File: src/rtl/demux_1_to_2_stream.sv
`default_nettype none
// ============================================================================
// Module      : demux_1_to_2_stream
// Description : Registered 1-to-2 valid/ready stream demultiplexer with a
//               one-entry holding slot per output channel. Optional
//               per-channel delivery counters are enabled by DEMUX_CNT_EN.
// Revision    : 1.0 - initial release
// ============================================================================
module demux_1_to_2_stream #(
    parameter int DATA_W = 8
`ifdef DEMUX_CNT_EN
    ,
    parameter int CNT_W  = 16
`endif
) (
    input  logic              clk,
    input  logic              rst,
    input  logic              in_valid,
    output logic              in_ready,
    input  logic [DATA_W-1:0] in_data,
    input  logic              in_sel,
    output logic              out0_valid,
    input  logic              out0_ready,
    output logic [DATA_W-1:0] out0_data,
    output logic              out1_valid,
    input  logic              out1_ready,
    output logic [DATA_W-1:0] out1_data
`ifdef DEMUX_CNT_EN
    ,
    output logic [CNT_W-1:0]  cnt0,
    output logic [CNT_W-1:0]  cnt1
`endif
);

    localparam logic [0:0] c_empty = 1'b0;
    localparam logic [0:0] c_full  = 1'b1;

    logic [1:0]        w_out_ready;
    logic [1:0]        w_state;
    logic [DATA_W-1:0] w_data [2];
    logic              w_in_ready;
    logic              w_accept;
`ifdef DEMUX_CNT_EN
    logic [CNT_W-1:0]  w_cnt [2];
`endif

    assign w_out_ready = {out1_ready, out0_ready};

    // A slot draining this cycle can take a new word, so the selected
    // channel's ready passes straight through to the input.
    assign w_in_ready = (w_state[in_sel] == c_empty) | w_out_ready[in_sel];
    assign w_accept   = in_valid & w_in_ready;
    assign in_ready   = w_in_ready;

    for (genvar k = 0; k < 2; k++) begin : g_slot
        logic [0:0]        r_state;
        logic [DATA_W-1:0] r_data;
        logic              w_load;
        logic              w_drain;

        assign w_load  = w_accept & (in_sel == 1'(k));
        assign w_drain = (r_state == c_full) & w_out_ready[k];

        always_ff @(posedge clk) begin
            if (rst) begin
                r_state <= c_empty;
                r_data  <= '0;
            end else if (w_load) begin
                r_state <= c_full;
                r_data  <= in_data;
            end else if (w_drain) begin
                r_state <= c_empty;
            end
        end

        assign w_state[k] = r_state;
        assign w_data[k]  = r_data;

`ifdef DEMUX_CNT_EN
        logic [CNT_W-1:0] r_cnt;

        // Wraps naturally modulo 2**CNT_W.
        always_ff @(posedge clk) begin
            if (rst) begin
                r_cnt <= '0;
            end else if (w_drain) begin
                r_cnt <= r_cnt + CNT_W'(1);
            end
        end

        assign w_cnt[k] = r_cnt;
`endif
    end

    assign out0_valid = (w_state[0] == c_full);
    assign out1_valid = (w_state[1] == c_full);
    assign out0_data  = w_data[0];
    assign out1_data  = w_data[1];

`ifdef DEMUX_CNT_EN
    assign cnt0 = w_cnt[0];
    assign cnt1 = w_cnt[1];
`endif

endmodule
`default_nettype wire

File: config.mk
export PLATFORM = sky130hd
export DESIGN_NAME = demux_1_to_2_stream
export DESIGN_NICKNAME = d
export VERILOG_FILES = /design/src/rtl/demux_1_to_2_stream.sv
export SDC_FILE = /design/constraint.sdc
export NUM_CORES = 1
export LEC_CHECK = 0
export BUFFER_PORTS_ARGS = -buffer_cell sky130_fd_sc_hd__clkbuf_2
export CAP_MARGIN = 5
export CORE_MARGIN = 10
export CORE_UTILIZATION = 45
export DETAILED_ROUTE_END_ITERATION = 6
export PLACE_DENSITY = 0.74
export SLEW_MARGIN = 5
export SYNTH_ARGS = -nofsm -noshare
export SYNTH_HDL_FRONTEND = slang
export SYNTH_SLANG_ARGS = --single-unit
File: constraint.sdc
create_clock -name clk -period 1.84 [get_ports clk]
set_clock_uncertainty 0.1 [all_clocks]
set_input_delay 0.552 -clock clk [delete_from_list [all_inputs] [get_ports clk]]
set_output_delay 0.552 -clock clk [all_outputs]
set_load 0.02 [all_outputs]
-- Word-level counts from Yosys, hierarchy flattened
Index checks and enable logic that the tools add are counted.
Widths: inputs -> output; s select.
- bits in registers: 18
- input bits: 14
- output and inout bits: 19
- order comparisons: 1
- multiplexer cells: 8
- bitwise gates (word level): 8
- reduce and logical (&&, ||, !) cells: 2
- operator list (cell ; count):
    $mux 1 ; 8
    $and 1x1->1 ; 5
    $reduce_bool 2->1 ; 2
    $lt 1x2->1 const B ; 1
    $not 1->1 ; 2
    $or 1x1->1 ; 1

-- Depth between registers and ports, before layout
- depth after elaboration: 7
- mapped depth: 4

-- Least setup slack after synthesis
No wires, ideal clock.
- path type: input to output
- start: input port out1_ready
- end: output port in_ready
- arrival time: 1.050 ns
- data required time: 1.188 ns
- path slack: 0.138 ns
- cell stages on the path: 2
- buffers on the path: 0
- cell sequence: nand2b_1 -> mux2_2
- longest elaborated chain between the ends: 3
- ends and longest elaborated chain (item ; RTL line ; source):
    from (decl) ; 26 ; input logic out1_ready,
    $mux 1 (implied by the code) (2 in a row) ; 51 ; assign w_in_ready = (w_state[in_sel] == c_empty) | w_out_ready[in_sel];
    $or 1x1->1 ; 51 ;
    to (decl) ; 19 ; output logic in_ready,
No other way between the ends. The select of a mux whose other input is x is not followed.

-- Final worst setup path
Same ends and word-level chain as after synthesis.

==> impl_summary.txt <==
----------------------------------------------------
[Outcome]
  Result of the run ... finished, final reports clean

[Placed design]
  Routability cong. ... just over 0.7
  Total placed cells including tap cells ... 119
  Port Buf Inserts ... 32
  DPL Wire Length ... 1310 µm
  Placed inst area ... 955 µm²

[Synth]
  Count of unique library cells instantiated by Yosys ... 12
  Syn Inst Count ... 70
  Average footprint of a synthesized cell ... 10.9 µm²
  Post-synthesis cell area ... 763 µm²
  Synth warnings ... 0
  Share of the yosys chip area belonging to registers ... 47.2%
  Post-synthesis sequential element count ... 18
  Post-Syn Nets ... 84

[Timing]
  Final setup viols ... 0
  Final hold violation count ... 0
  RSZ-0062 raised after global routing ... false
  Worst slew pin tran ... 0.344 ns
  Max Clk Rate ... 552 MHz
  Summed negative setup slack over all endpoints ... 0 ns
  Max-slew violation count ... 0
  Min Hold Slack ... between 0.3 and 0.4 ns
  Final critical delay including setup and external delays ... about 1.8 ns
  Worst slew slack as a fraction of its limit ... between 70% and 80%
  Final period util ... a little over nine tenths

[Flow run]
  Max_cap viols ... 0

[Global route]
  Via count of the first global-routing pass ... approximately 620
  Antenna violations before repair ... 0
  Wire length of the first global-routing pass ... approximately 2700 µm
  Total global routing track utilization ... a little under a tenth
  Overflow left after global routing ... 0
  Maximum number of pins on one net before global-route repair ... 27

[CTS]
  Num CTS Buffers ... 3
  Clock H-tree levels ... 1
  Post-cts repair resize count ... 0
  Clock-pin slew on the worst setup and hold paths ... 0.10 ns
  Clock tree from TritonCTS ... built
  Clock Root Buffer ... sky130_fd_sc_hd__clkbuf_4
  Hold buffer count at CTS ... 0
  Number of buffers inserted by post-CTS setup repair ... 0
  Number of clock sinks ... 18
  Clk_lat worst skew ... 0.29 ns
  CTS max path bufs ... 2

[Final layout]
  Layout cells sized above 1 ... 42.1%
  Final cell count without fillers ... 123
  Share of the core filled with cells in the final layout ... 64.5%
  Design Area, Final ... approximately 1000 µm²
  Highest-count cells in the layout ignoring fill and taps ... 31 x sky130_fd_sc_hd__clkbuf_2, 24 x sky130_fd_sc_hd__nand2b_1, 17 x sky130_fd_sc_hd__dfxtp_1, 16 x sky130_fd_sc_hd__mux2i_1, 4 x sky130_fd_sc_hd__buf_4
  Antenna fix cells ... 0
  Post-layout nets ... roughly 120
  Most common cell after layout, fill and taps aside ... sky130_fd_sc_hd__clkbuf_2
  Number of filler cells placed in the layout ... 132
  Layout-stage area growth over the synthesis result ... 31.8%

[Worst setup path]
  Crit-path leading delay family ... multiplexers
  CP Cell Sequence ... clkbuf_2 -> nand2b_4 -> mux2_2 -> buf_6
  Largest stage delay on the critical path ... about 0.27 ns
  Critical Path RT ... 1.19 ns
  Kind of critical path ... in2out
  Slowest stage cell on the critical path ... sky130_fd_sc_hd__mux2_2
  Startpoint type of the worst setup path ... primary input
  Crit path DAT ... 1.16 ns
  Sort of element at the end of the critical path ... output pin
  Maximum fanout along the worst path ... 2
  Buffering stage count on the worst path with inverters included ... 2

[Route]
  Vias per std cell ... between 4 and 5
  Final Routed Wirelength ... 1650 µm
  Final routed wire length divided by cell count ... 13.4 µm
  Detailed-router iteration count before antenna repair ... 2
  Remaining design rule violation count ... 0
  Count of antenna-violating nets left after detailed routing ... 0
  Number of DRC markers in iteration 0 ... 3
  Vias ... about 600

[Die]
  Die ar. ... 3740 µm²
  Number of top-level pins ... 33
  Standard-cell rows ... 14
  Horizontal die dimension ... 61.2 µm
  Floorplan die height ... between 60 and 70 µm
  Initial core utilization ... 49.0%
  Std-Cell Core Area ... ~1600 µm²

[Power and ir drop]
  Static leakage ... 0.000502 µW
  Ratio of total power to cell area ... 790 nW/µm²
  Worst VDD drop ... 0.454 mV

[Worst hold path]
  Type of the worst min-delay path ... reg2reg

----------------------------------------------------
## through the flow
stage,worst slack [ns],total power (µW)
after floorplan,0.138,511
after detailed placement,0.0104,561
after global placement,0.0121,558
after global routing,0.0114,831
final,0.0280,795
after CTS,0.00341,803
## cells in the mapped netlist
cell type | number | area [µm²]
sky130_fd_sc_hd__and3_1 | 1 | 6.26
sky130_fd_sc_hd__clkbuf_1 | 2 | 7.51
sky130_fd_sc_hd__mux2_2 | 1 | 11.3
sky130_fd_sc_hd__and3b_1 | 1 | 8.76
sky130_fd_sc_hd__nand3_2 | 1 | 10.0
sky130_fd_sc_hd__a21oi_1 | 2 | 10.0
sky130_fd_sc_hd__buf_6 | 1 | 11.3
sky130_fd_sc_hd__mux2i_1 | 16 | 160
sky130_fd_sc_hd__dfxtp_1 | 18 | 360
sky130_fd_sc_hd__nand2b_1 | 25 | 156
sky130_fd_sc_hd__nand2b_4 | 1 | 13.8
sky130_fd_sc_hd__nand3b_1 | 1 | 7.51
## logic make-up after synthesis
kind of cell | Yosys count | synth area share, %
mux | 17 | 22.5
flops | 18 | 47.2
simple gates | 30 | 26.6
buf+inv | 3 | 2.46
compound gates | 2 | 1.31
## state kept, by name, summed over array words and instances (netlist names)
name and cells:
out0_data 8, out0_valid 1, out1_data 8, out1_valid 1
## tightest hold or removal path: stages (launching register included)
cell	delay, ns
sky130_fd_sc_hd__dfxtp_1	0.33
sky130_fd_sc_hd__nand2b_1	0.06
sky130_fd_sc_hd__mux2i_1	0.05
## final cells by class
cell class	instances	area, µm²	area share [%]
timing repair buffer	36	196	19.5
tap	16	20.0	1.99
sequential	18	362	35.9
multi-input combinational	49	392	38.9
clock buffer	4	36.3	3.61
## power by group
part	switching, µW	leakage [µW]	internal, µW	total [µW]
sequential	11.5	0.000148	410	422
clock	121	0.0000210	121	242
combinational	70.0	0.000333	61.2	131
## path summary, 6_finish.rpt
check | start | end | slack, ns | depth (start not counted)
setup / recovery | out1_ready | in_ready | 0.03 | 4
hold / removal | out0_data[5] | out0_data[5] | 0.38 | 2
setup reg to reg | out0_valid | out0_data[2] | 0.61 | 5
hold reg to reg | out0_data[5] | out0_data[5] | 0.38 | 2
## layer usage
metal | wire, µm | global-route usage [%] | vias to the layer above
met4 | 36 | 6.84 | 0
met1 | 700 | 10.3 | 272
li1 | - | - | 306
met3 | 162 | 3.91 | 4
met5 | 0 | 0 | -
met2 | 744 | 14.6 | 22
Power figures use the tool's default switching activity.
